[src/rtl/pipe_credit_buf.sv]
// pipe_credit_buf: credit-managed FWFT buffer for a fixed-delay pipe (issue/credit_ok/credit_cnt upstream, in_vld/in_data from pipe, out_vld/out_rdy/out_data/count to consumer, sticky ovf_err)
module pipe_credit_buf #(
  parameter int DEPTH = 4,
  parameter int WID = 8,
  parameter int CNT_W = $clog2(DEPTH + 1)
) (
  input  logic             clk,
  input  logic             rst,
  input  logic             issue,
  output logic             credit_ok,
  output logic [CNT_W-1:0] credit_cnt,
  input  logic             in_vld,
  input  logic [WID-1:0]   in_data,
  output logic             out_vld,
  input  logic             out_rdy,
  output logic [WID-1:0]   out_data,
  output logic [CNT_W-1:0] count,
  output logic             ovf_err
);
  localparam int PTR_W = $clog2(DEPTH);
  localparam logic [CNT_W-1:0] FULL = CNT_W'(DEPTH);
  localparam logic [PTR_W-1:0] LAST = PTR_W'(DEPTH - 1);
  logic [WID-1:0] mem_q [DEPTH];
  logic [PTR_W-1:0] rd_ptr_q, rd_ptr_d, wr_ptr_q, wr_ptr_d;
  logic [CNT_W-1:0] count_q, count_d, credit_q, credit_d;
  logic ovf_q, ovf_d, push, pop, drop, issue_ok, sat;
  always_comb begin
    pop = count_q != '0 && out_rdy;
    push = in_vld && (count_q != FULL || pop);
    drop = in_vld && !push;
    issue_ok = issue && credit_q != '0;
    sat = pop && !issue_ok && credit_q == FULL;
    rd_ptr_d = pop ? (rd_ptr_q == LAST ? '0 : rd_ptr_q + PTR_W'(1)) : rd_ptr_q;
    wr_ptr_d = push ? (wr_ptr_q == LAST ? '0 : wr_ptr_q + PTR_W'(1)) : wr_ptr_q;
    count_d = count_q + CNT_W'(push) - CNT_W'(pop);
    credit_d = sat ? credit_q : credit_q + CNT_W'(pop) - CNT_W'(issue_ok);
    ovf_d = ovf_q || drop || (issue && !issue_ok) || sat;
  end
  always_ff @(posedge clk) begin
    if (rst) begin
      rd_ptr_q <= '0;
      wr_ptr_q <= '0;
      count_q <= '0;
      credit_q <= FULL;
      ovf_q <= 1'b0;
    end else begin
      rd_ptr_q <= rd_ptr_d;
      wr_ptr_q <= wr_ptr_d;
      count_q <= count_d;
      credit_q <= credit_d;
      ovf_q <= ovf_d;
    end
  end
  always_ff @(posedge clk) begin
    if (push && !rst) mem_q[wr_ptr_q] <= in_data;
  end
  assign out_vld = count_q != '0;
  assign out_data = mem_q[rd_ptr_q];
  assign count = count_q;
  assign credit_cnt = credit_q;
  assign credit_ok = credit_q != '0;
  assign ovf_err = ovf_q;
endmodule
[config.mk]
export PLATFORM = sky130hd
export DESIGN_NAME = pipe_credit_buf
export DESIGN_NICKNAME = d
export VERILOG_FILES = /design/src/rtl/pipe_credit_buf.sv
export SDC_FILE = /design/constraint.sdc
export NUM_CORES = 1
export LEC_CHECK = 0
export ABC_AREA = 1
export CAP_MARGIN = 20
export CORE_MARGIN = 2
export CORE_UTILIZATION = 50
export DETAILED_ROUTE_END_ITERATION = 16
export GPL_TIMING_DRIVEN = 0
export PLACE_DENSITY = 0.77
export SYNTH_ARGS = -nofsm -noshare
export SYNTH_HDL_FRONTEND = slang
export SYNTH_SLANG_ARGS = --single-unit
export TNS_END_PERCENT = 50
[constraint.sdc]
create_clock -name clk -period 2.4 [get_ports clk]
set_clock_uncertainty 0.15 [all_clocks]
set_input_delay 0.48 -clock clk [delete_from_list [all_inputs] [get_ports clk]]
set_output_delay 0.48 -clock clk [all_outputs]
set_load 0.005 [all_outputs]
==> results by group <==
Global route
  – Initial antenna violation count: 0
  – Vias in the first global route: 1319
  – GRT Overall Usage: 0.1878
  – Largest net degree at the start of global routing: 16
  – Total gr overflow: 0
  – Global-route wire length before repair: 6.030 mm

Routing
  – Average vias per placed instance: 5.181
  – WL final: 3.636 mm
  – Routed Antenna Nets: 0
  – DR DRC count: 0
  – Via count: 1347
  – Routed WL per cell: 13.98 µm
  – 1st-iter DRT viols: 69
  – Initial DRT Pass Iterations: 4

Logic synthesis
  – Post-Syn Area: 1958 µm²
  – Seq/Total Area, Yosys: 0.6236
  – Synth Warn #: 0
  – Syn_nets: 196
  – Post-synth EDFFs: 32
  – Primary FF master, synth: edfxtp_1
  – Syn_area_per_cell: 11.38 µm²
  – Post-synth ARST share: 0
  – Distinct cells, synth: 25
  – FF+latch count, synth: 45
  – Mapped Cells: 172

Final layout
  – Synthesis-to-finish area growth: 25.05%
  – Fin nets: 235
  – Diodes inserted: 0
  – Final Non-Filler Cells: 260
  – Fin util: 0.6589
  – Filler cells: 290
  – Fraction of layout instances using a drive strength above 1: 0.1462

Min path
  – Worst Hold Depth: 2
  – Hold path start: rst
  – Worst hold path class: primary input to flip-flop
  – WHS Endpoint: count[1]

Clock network
  – CTS tree: built
  – CTS Sinks: 45
  – Setup Fix Bufs, Post-CTS: 0
  – Number of clock buffers inserted by TritonCTS: 5
  – Root buffer cell: clkbuf_8
  – Htree depth: 2
  – Clk Latency, worst-skew pair: 300 ps
  – Clock Path Buffers: 2
  – Hold_buf cts: 0
  – Clock transition at the registers of the reported paths: 90 ps

STA
  – Final setup violation count: 0
  – Hold Vio Cnt, Final: 0
  – Fin. max-slew vios: 0
  – Slew HR: 0.5206
  – RSZ-0062 raised after global routing: no
  – F_max: 433.5 MHz
  – Min Tclk post-route: 2307 ps
  – Period utilization: 0.9613
  – Worst-Margin Slew: 713.6 ps
  – Setup ws final: 92.95 ps

Floorplanning
  – Rows: 22
  – Die X-Extent: 66.58 µm
  – Core box area: 3716 µm²
  – Die ar.: 4433 µm²
  – Ports: 30
  – Chip height: 66.58 µm
  – Starting Density: 0.5269

Flow run
  – Max-cap viol count: 0

Power
  – Final Power: 0.002395 W
  – P_leak: 0.9800 nW
  – Worst VDD drop: 0.5981 mV
  – PwrDens: 978.0 nW/µm²

Critical path
  – Worst Setup Path Type: flip-flop to primary output
  – R2R setup slack: 250 ps
  – R2R depth: 11
  – Worst EP required: 1770 ps
  – Worst R2R Start: count[1]
  – Nature of the critical path startpoint: flip-flop
  – Worst-path fanout max: 10
  – Worst Setup End Kind: primary output
  – CP arrival: 1680 ps
  – FF-to-FF End: credit_cnt[2]

Placement
  – PortBufs: 28
  – Post-DP HPWL: 2.622 mm
  – GPL Wtd Cong: 0.7916
  – Pre-CTS WS: -306.6 ps
  – Dpl cells: 252

Status
  – Status: finished, final reports clean
-- synth_stat cells (all sizes together) (3+ instances only) --
cell     n  area, µm²
a21oi    4      20.02
ha       9      112.6
o22ai    8      50.05
nor3b    3      22.52
buf      3      27.52
nand2   14      70.07
o21ai   19      98.84
dfxtp   13      260.3
inv     21      78.82
nor2    34      135.1
edfxtp  32      960.9
nand3    5      25.02
-- metrics by stage --
stage	TNS [ps]	hold WS, ps	area (µm²)
after global routing	0	322.8	2449
after detailed placement	-4923	358.7	2328
final	0	320.7	2449
after CTS	0	284.6	2422
after global placement	-16570	342.3	2298
after floorplan	0	331.2	1958
-- cell families (layout without fill, tap and decap cells) --
family                     count (synthesis)  after routing  synth area share
and+or+nand+nor                           59             59            0.1457
DFF                                       45             45            0.6236
AOI/OAI and AO/OA                         32             32           0.09010
buffers and inverters                     24             64           0.05431
adders and majority gates                 11             11           0.07796
xor gates and xnor gates                   1              1          0.008309
-- cell usage in the layout, fill, tap and decap left out, types with 2 or more instances in the layout --
cell             instances
a21oi_1                  4
buf_4                    4
buf_6                    2
clkbuf_8                 5
clkdlybuf4s50_1         26
dfxtp_1                 11
dlymetal6s2s_1           2
edfxtp_1                32
fa_1                     2
ha_1                     9
inv_1                   17
inv_2                    2
inv_4                    2
nand2_1                 11
nand2_4                  2
nand3_1                  5
nor2_1                  33
nor3b_2                  3
o21ai_0                 15
o21ai_1                  3
o22ai_1                  8
-- report_power, final --
part / internal, W / switching, W
Sequential: 0.000936 / 0.000105
Clock: 0.000206 / 0.000258
Combinational: 0.000463 / 0.000426
Total: 0.00161 / 0.000789
-- sequential cells by signal, summed over array words and instances, names as in the netlist, named ones only --
signal / flops
count: 3
mem_q: 32
ovf_err: 1
wr_ptr_q: 2
credit_cnt: 3
rd_ptr_q: 2
-- worst max path at each step --
stage	startpoint	end	slack (ps)
3_3_place_gp	out_rdy	mem_q[0][6]	-530
4_1_cts	out_rdy	mem_q[1][6]	2
6_report	flip-flop	out_data[1]	90
5_1_grt	flip-flop	out_data[5]	20
3_5_place_dp	out_rdy	mem_q[1][6]	-310
2_1_floorplan	count[1]	credit_cnt[2]	370
-- layer usage --
layer,vias up,GRT usage,wire [µm]
li1,662,-,-
met1,629,0.2155,1437
met3,6,0.05574,252
met5,-,0,0
met2,50,0.3238,1897
met4,0,0.08163,48
-- repair_timing --
item | in CTS | in global routing
endpoints found under the setup margin | 8 | 14
hold endpoints to repair | 0 | 0
resized for setup | 3 | 8
-- area by class of cell --
type,instances,area [µm²],share of cell area
timing repair buffer,32,315.3,0.1288
clock buffer,5,68.82,0.02810
tap,48,60.06,0.02453
sequential,45,1226,0.5008
clock inverter,3,21.27,0.008687
inverter,21,83.83,0.03424
multi-input combinational,103,645.6,0.2637
buffer,3,27.53,0.01124
-- worst max-delay path: stages (launching register included) --
cell and delay (ps):
dfxtp_4 390, inv_4 90, buf_6 150, nor2_1 50
o22ai_1 170, clkdlybuf4s50_1 520
No activity file was read; power rests on OpenSTA's default activity.
